### src/rtl/switch_mcu_seq.sv
// rtl/switch_mcu_seq.sv - RV32I OP/OP-IMM fetch/decode sequencer with a 5-cycle execute window
//
// Fetches one instruction at a time, decodes it into a one-hot ALU enable
// and register/immediate fields, then walks out_cycle_cnt through 1..5 so
// the downstream ALU units can key their register-file read/write actions.
// The sequencer owns the PC.
//
// Optional feature macro: SWITCH_MCU_SEQ_ILLEGAL_TRAP_EN
//   defined   : an illegal instruction halts the sequencer (only reset exits)
//   undefined : an illegal instruction runs as a NOP; out_illegal tied to 0
//
// Ports:
//   in_clk, in_rst       clock, asynchronous active-low reset
//   in_run               allow fetching; low parks in IDLE after current WB
//   out_imem_req/addr    fetch request (held through FETCH) and address (= PC)
//   in_imem_ack/rdata    single-cycle ack with the instruction word
//   out_cycle_cnt        0 outside execute, 1..5 during execute/writeback
//   out_op_en            one-hot ALU enable (19 ops)
//   out_imm_type_i, out_rs1, out_rs2, out_rd   decoded fields
//   out_pc               current PC
//   out_illegal          illegal-instruction flag
module switch_mcu_seq #(
    parameter logic [31:0] RESET_PC = 32'h0000_0000
) (
    input  logic        in_clk,
    input  logic        in_rst,
    input  logic        in_run,
    output logic        out_imem_req,
    output logic [31:0] out_imem_addr,
    input  logic        in_imem_ack,
    input  logic [31:0] in_imem_rdata,
    output logic [3:0]  out_cycle_cnt,
    output logic [18:0] out_op_en,
    output logic [11:0] out_imm_type_i,
    output logic [4:0]  out_rs1,
    output logic [4:0]  out_rs2,
    output logic [4:0]  out_rd,
    output logic [31:0] out_pc,
    output logic        out_illegal
);

    typedef enum logic [2:0] {
        S_IDLE,
        S_FETCH,
        S_EXEC,
        S_WB,
        S_HALT
    } state_t;

    state_t      state_q;
    logic        req_q;
    logic [3:0]  cnt_q;
    logic [18:0] op_en_q;
    logic [31:0] instr_q;
    logic [31:0] pc_q;
    logic [18:0] op_en_d;
    logic        legal_d;

    // Combinational decode of the word arriving with the ack; it is only
    // captured on the ack edge, so it never needs to be held here.
    logic [6:0] dec_opcode;
    logic [2:0] dec_funct3;
    logic [6:0] dec_funct7;

    assign dec_opcode = in_imem_rdata[6:0];
    assign dec_funct3 = in_imem_rdata[14:12];
    assign dec_funct7 = in_imem_rdata[31:25];

    always_comb begin
        op_en_d = '0;
        case (dec_opcode)
            7'b0010011: begin
                case (dec_funct3)
                    3'b000: op_en_d[0] = 1'b1;
                    3'b010: op_en_d[1] = 1'b1;
                    3'b011: op_en_d[2] = 1'b1;
                    3'b100: op_en_d[3] = 1'b1;
                    3'b110: op_en_d[4] = 1'b1;
                    3'b111: op_en_d[5] = 1'b1;
                    3'b001: op_en_d[6] = (dec_funct7 == 7'b0000000);
                    3'b101: begin
                        op_en_d[7] = (dec_funct7 == 7'b0000000);
                        op_en_d[8] = (dec_funct7 == 7'b0100000);
                    end
                    default: ;
                endcase
            end
            7'b0110011: begin
                if (dec_funct7 == 7'b0000000) begin
                    case (dec_funct3)
                        3'b000: op_en_d[9]  = 1'b1;
                        3'b001: op_en_d[11] = 1'b1;
                        3'b010: op_en_d[12] = 1'b1;
                        3'b011: op_en_d[13] = 1'b1;
                        3'b100: op_en_d[14] = 1'b1;
                        3'b101: op_en_d[15] = 1'b1;
                        3'b110: op_en_d[17] = 1'b1;
                        3'b111: op_en_d[18] = 1'b1;
                        default: ;
                    endcase
                end else if (dec_funct7 == 7'b0100000) begin
                    // Only sub and sra use the alternate funct7.
                    op_en_d[10] = (dec_funct3 == 3'b000);
                    op_en_d[16] = (dec_funct3 == 3'b101);
                end
            end
            default: ;
        endcase
    end

    assign legal_d = |op_en_d;

`ifdef SWITCH_MCU_SEQ_ILLEGAL_TRAP_EN
    logic illegal_q;
    assign out_illegal = illegal_q;
`else
    assign out_illegal = 1'b0;
`endif

    always_ff @(posedge in_clk or negedge in_rst) begin
        if (!in_rst) begin
            state_q <= S_IDLE;
            req_q   <= 1'b0;
            cnt_q   <= 4'd0;
            op_en_q <= '0;
            instr_q <= '0;
            pc_q    <= RESET_PC;
`ifdef SWITCH_MCU_SEQ_ILLEGAL_TRAP_EN
            illegal_q <= 1'b0;
`endif
        end else begin
            case (state_q)
                S_IDLE: begin
                    if (in_run) begin
                        state_q <= S_FETCH;
                        req_q   <= 1'b1;
                    end
                end
                S_FETCH: begin
                    if (in_imem_ack) begin
                        req_q   <= 1'b0;
                        instr_q <= in_imem_rdata;
`ifdef SWITCH_MCU_SEQ_ILLEGAL_TRAP_EN
                        if (!legal_d) begin
                            // PC stays on the offending address for debug.
                            state_q   <= S_HALT;
                            illegal_q <= 1'b1;
                        end else begin
                            state_q <= S_EXEC;
                            cnt_q   <= 4'd1;
                            op_en_q <= op_en_d;
                        end
`else
                        // Illegal words decode to all-zero enables: a NOP.
                        state_q <= S_EXEC;
                        cnt_q   <= 4'd1;
                        op_en_q <= op_en_d;
`endif
                    end
                end
                S_EXEC: begin
                    cnt_q <= cnt_q + 4'd1;
                    if (cnt_q == 4'd4) begin
                        state_q <= S_WB;
                    end
                end
                S_WB: begin
                    cnt_q   <= 4'd0;
                    op_en_q <= '0;
                    pc_q    <= pc_q + 32'd4;
                    if (in_run) begin
                        state_q <= S_FETCH;
                        req_q   <= 1'b1;
                    end else begin
                        state_q <= S_IDLE;
                    end
                end
                S_HALT: ;
                default: state_q <= S_IDLE;
            endcase
        end
    end

    assign out_imem_req   = req_q;
    assign out_imem_addr  = pc_q;
    assign out_pc         = pc_q;
    assign out_cycle_cnt  = cnt_q;
    assign out_op_en      = op_en_q;
    assign out_imm_type_i = instr_q[31:20];
    assign out_rs1        = instr_q[19:15];
    assign out_rs2        = instr_q[24:20];
    assign out_rd         = instr_q[11:7];

endmodule

### config.mk
export PLATFORM = sky130hd
export DESIGN_NAME = switch_mcu_seq
export DESIGN_NICKNAME = d
export VERILOG_FILES = /design/src/rtl/switch_mcu_seq.sv
export SDC_FILE = /design/constraint.sdc
export NUM_CORES = 1
export LEC_CHECK = 0
export CORE_AREA = 2 2 85 120
export CTS_CLUSTER_SIZE = 30
export DETAILED_ROUTE_END_ITERATION = 10
export DIE_AREA = 0 0 87 122
export HOLD_SLACK_MARGIN = 0.03
export PLACE_DENSITY_LB_ADDON = 0.1
export SLEW_MARGIN = 20
export SYNTH_ARGS = -nofsm -noshare
export SYNTH_HDL_FRONTEND = slang
export SYNTH_SLANG_ARGS = --single-unit
### constraint.sdc
create_clock -name in_clk -period 2.5 [get_ports in_clk]
set_input_delay 0.25 -clock in_clk [delete_from_list [all_inputs] [get_ports in_clk]]
set_output_delay 0.25 -clock in_clk [all_outputs]
set_load 0.005 [all_outputs]
-- Word level (Yosys, flattened, before mapping)
Index checks and enable logic that the tools add are counted.
- bits in registers: 91
- bits in latches: 0
- RAM bits: 0
- ROM bits: 0
- bits of input ports: 36
- output and inout port bits: 116
- word-level logic and storage cells: 71
- memories: 0
- $add $sub $neg: 2
- $mul: 0
- divide/modulo/power cells: 0
- order comparisons: 0
- equal/unequal tests: 19
- shift-type cells: 0
- mux-type cells: 31
- bitwise operators: 1
- reduce and logical (&&, ||, !) cells: 12
- operators by type and width (kind ; count):
    19-bit case mux with 2 select lines ; 1
    32-bit by 3-bit adder with 32-bit output, second input constant ; 1
    19-bit two-way mux ; 1
    1-bit two-way mux ; 17
    3-bit equality test, second input constant ; 5
    3-bit case mux with 5 select lines ; 1
    7-bit by 6-bit equality test with 1-bit output, second input constant ; 2
    3-bit by 2-bit equality test with 1-bit output, second input constant ; 4
    4-bit case mux with 3 select lines ; 1
    10-bit two-way mux ; 1
    3-bit two-way mux ; 3
    9-bit two-way mux ; 1
    7-bit by 5-bit equality test with 1-bit output, second input constant ; 1
    7-bit logical NOT ; 1
    3-bit by 1-bit equality test with 1-bit output, second input constant ; 2
    3-bit logical NOT ; 2
    2-bit != test, second input constant ; 3
    2-bit AND reduction ; 3
    5-bit two-way mux ; 1
    4-bit by 1-bit adder with 4-bit output, second input constant ; 1
    4-bit by 3-bit equality test with 1-bit output, second input constant ; 1
    2-bit two-way mux ; 2
    4-bit two-way mux ; 1
    4-bit AND reduction ; 1
    7 further kinds ; 8

-- Depth between registers and ports, before layout
- depth after elaboration: 6
- gate-level depth with buffers: 8

-- Worst setup path after synthesis
OpenSTA, ideal clock, no wires.
- path kind: reg2reg
- from: register state_q[1]
- to: register op_en_q[11] (netlist: out_op_en[11])
- setup time: 0.110 ns
- arrival: 1.630 ns
- setup slack: 0.760 ns
- stages on the path, launching flop included: 8
- buffers on the path: 2
- clock period less this slack: 1.740 ns
- cells stage by stage: dfrtp_1 inv_1 ha_1 buf_2 mux2i_1 buf_2 nand2_1 o41ai_1
- word-level cells in the longest chain between the ends: 3
- ends and longest elaborated chain (item ; line ; RTL):
    from (decl) ; 50 ; state_t state_q;
    from (signal assigned) ; 122 ; state_q <= S_IDLE;
    from (signal assigned) ; 135 ; state_q <= S_FETCH;
    from (signal assigned) ; 155 ; state_q <= S_EXEC;
    3-bit by 1-bit equality test with 1-bit output / 3-bit by 2-bit equality test with 1-bit output (equally long branches) ; 132 ; case (state_q)
    2-bit != test (no line) / 2-bit nonzero test (equally long branches) ; - ;
    2-bit AND reduction (no line) ; - ;
    to (signal assigned) ; 157 ; op_en_q <= op_en_d;
    to (decl) ; 53 ; logic [18:0] op_en_q;
Several ways; a longest one is shown, not always the timed one.
A chain may end at the register's enable or synchronous reset.

-- Worst setup path in the final report
- from: register state_q[0]
- to: register pc_q[31] (netlist: out_imem_addr[31])
- word-level cells in the longest chain between the ends: 1
- ends and longest elaborated chain (item ; line ; RTL):
    3-bit by 2-bit equality test with 1-bit output ; 132 ;
    to (signal assigned) ; 170 ; pc_q <= pc_q + 32'd4;
    to (decl) ; 55 ; logic [31:0] pc_q;
Every way passes these cells.

==> out/metrics.csv <==
metric,value,unit
first_global_vias,2790,
setup_viol,0,
avgSynthCellArea,11.7,sq um
yosys-top-cells-area,"dfrtp_1, buf_4, mux2_2, xnor2_1, ha_1",
syn_to_final_growth,44.8,%
vias,2782,
synthXorXnorAreaFrac,0.0678,
clk_latency,0.33,ns
hpwl,6100,um
setup_tns,0,ns
drt_iter0_markers,92,
slew_headroom,0.522,
die_width,87,um
post_cts_buffers,0,
holdBufCountCts,0,
synth-async-reset-ratio,1.00,
core.rowCount,43,
clock.fmax,0.517,GHz
path_class,register to register,
yosys_register_bits,78,
drv_cap,0,
utilization,0.563,
endpoint_kind,register,
rsz0062_at_grt,false,
cts_max_level,3,
pwr-share-clk,0.318,
p_int,3540,uW
synth.area.mux_share,0.0772,
comb_power_share,0.321,
drtPass1Iterations,4,
antenna_found_initial,0,
hold_viol,0,
netlist_area,3740,sq um
p_leak,0.00232,uW
worstPathArrival,2.15,ns
port_buffers,146,
design.core.area,9630,sq um
grt_pass1_wl,13300,um
swShare,0.269,
place_congestion,0.843,
initial_utilization,0.389,
drc,0,
ioPinCount,152,
finalMaxSlewViolations,0,
p_seq_frac,0.362,
cts_resized,0,
yosys.area.top_type_share,0.521,
fillers,833,
ant_nets,0,
tightest_slew,0.717,ns
path_clk_slew,0.06,ns
regArea,1950,sq um
syn-instance-count,319,
cts_buffers,9,
cp-start-kind,register,
die_y,122,um
synthFlopType,dfrtp_1,
finalNetCount,481,
yosysSeqAreaShare,0.521,
critPathMaxFanout,10,
cts_root_buf,clkbuf_16,
wl_per_cell,15.0,um
multi_input_area,1450,sq um
grt_max_degree,79,
synthAdderAreaFrac,0.0234,
synth-compound-area-share,0.0688,
cts_tree,done,
synth_top_family_by_area,simple AND/OR/NAND/NOR gates,
grt_overflow_total,0,
synth.distinct_cells,42,
dieArea,10600,sq um
period_needed,1.93,ns
yosys_warnings,0,
switching_power,1300,uW
yosys.area_share.simple,0.144,
synth_top_area_cell,dfrtp_1,
vias_per_cell,5.02,
p_per_area,893,nW/um^2
drive_gt1_frac,0.111,
diodes,0,
fin_crit_sh,0.774,
globalRouteTotalUtil,0.162,
routed_wl,8300,um
numClockSinks,78,
crit_required,2.72,ns
ys_top_cells_by_count,"dfrtp_1, buf_4, xnor2_1, mux2_2, nand2_1",
hold_class,register to register,
skew,0.00609,ns
clockBufferDepth,2,
synth_edf_count,0,
yosysMostFrequentCell,dfrtp_1,
ir_drop,0.000434,V
status,"finished, final reports clean",
power,4840,uW
==> layout make-up <==
type,instances,share of cell area
clock inverters,3,0.0166
clock buffers,12,0.0491
flip-flops and latches,78,0.360
multi-input cells,191,0.266
well taps,112,0.0258
repair buffers,151,0.277
inverters,7,0.00485
==> stage by stage <==
step                      hold slack, ns  instance area [sq um]  instances  worst slack (ns)
final                              0.479                   5420        554             0.566
after CTS                          0.127                   5410        553             0.574
after detailed placement           0.460                   5050        538             0.500
after global routing               0.518                   5420        554             0.435
after floorplan                  -0.0456                   3760        323             0.760
after global placement             0.470                   5050        538             0.556
==> per-layer routing <==
layer | wire length (um) | global-route usage | vias to the layer above
li1 | - | - | 1317
met1 | 3280 | 0.182 | 1342
met2 | 4230 | 0.278 | 106
met3 | 518 | 0.0359 | 17
met4 | 272 | 0.0908 | 0
met5 | 0 | 0 | -
==> power by group through the flow <==
stage,clock network (uW),logic (uW),registers (uW)
3_5_place_dp,0,1570,1780
3_3_place_gp,0,1550,1760
4_1_cts,1570,1580,1760
6_report,1540,1550,1750
2_1_floorplan,0,764,1760
5_1_grt,1620,1700,1800
==> worst max-delay path: stages (launching register included) <==
cell	delay, ns
dfrtp_1	0.40
ha_1	0.22
nand4_1	0.24
nor4_4	0.54
nand4_1	0.24
xnor2_1	0.17
==> cell families (layout without fill, tap and decap cells) <==
logic type,count (synthesis),in the layout
and+or+nand+nor,91,91
DFF,78,78
buffers and inverters,54,173
AOI/OAI and AO/OA,33,33
xor gates and xnor gates,29,29
muxes,26,26
adders and majority gates,7,7
other,1,5
==> registers in the layout (all words and copies together), names as in the netlist <==
name	flops
out_op_en	19
out_cycle_cnt	4
state_q	2
out_imem_req	1
out_imem_addr	30
instr_q	22
==> layout by cell type, fill, tap and decap left out, types with 9 or more instances in the layout <==
master	instances
nand4_1	9
nand2_1	23
xnor2_1	25
clkbuf_16	9
nand3_1	11
mux2_2	23
dfrtp_1	78
nor2_1	10
and3_1	9
clkdlybuf4s50_1	145
==> final timing paths <==
check	cells past startpoint	slack (ns)	from	end
min in group asynchronous	2	0.51	in_rst	out_imem_addr[7]
worst min register to register	2	0.48	out_op_en[11]	out_op_en[11]
worst max-delay path	5	0.57	state_q[0]	out_imem_addr[31]
max in group asynchronous	2	1.49	in_rst	instr_q[26]
worst min-delay path	2	0.48	out_op_en[11]	out_op_en[11]
worst max register to register	5	0.57	state_q[0]	out_imem_addr[31]
Note: power is estimated with default switching activity, not from simulation.
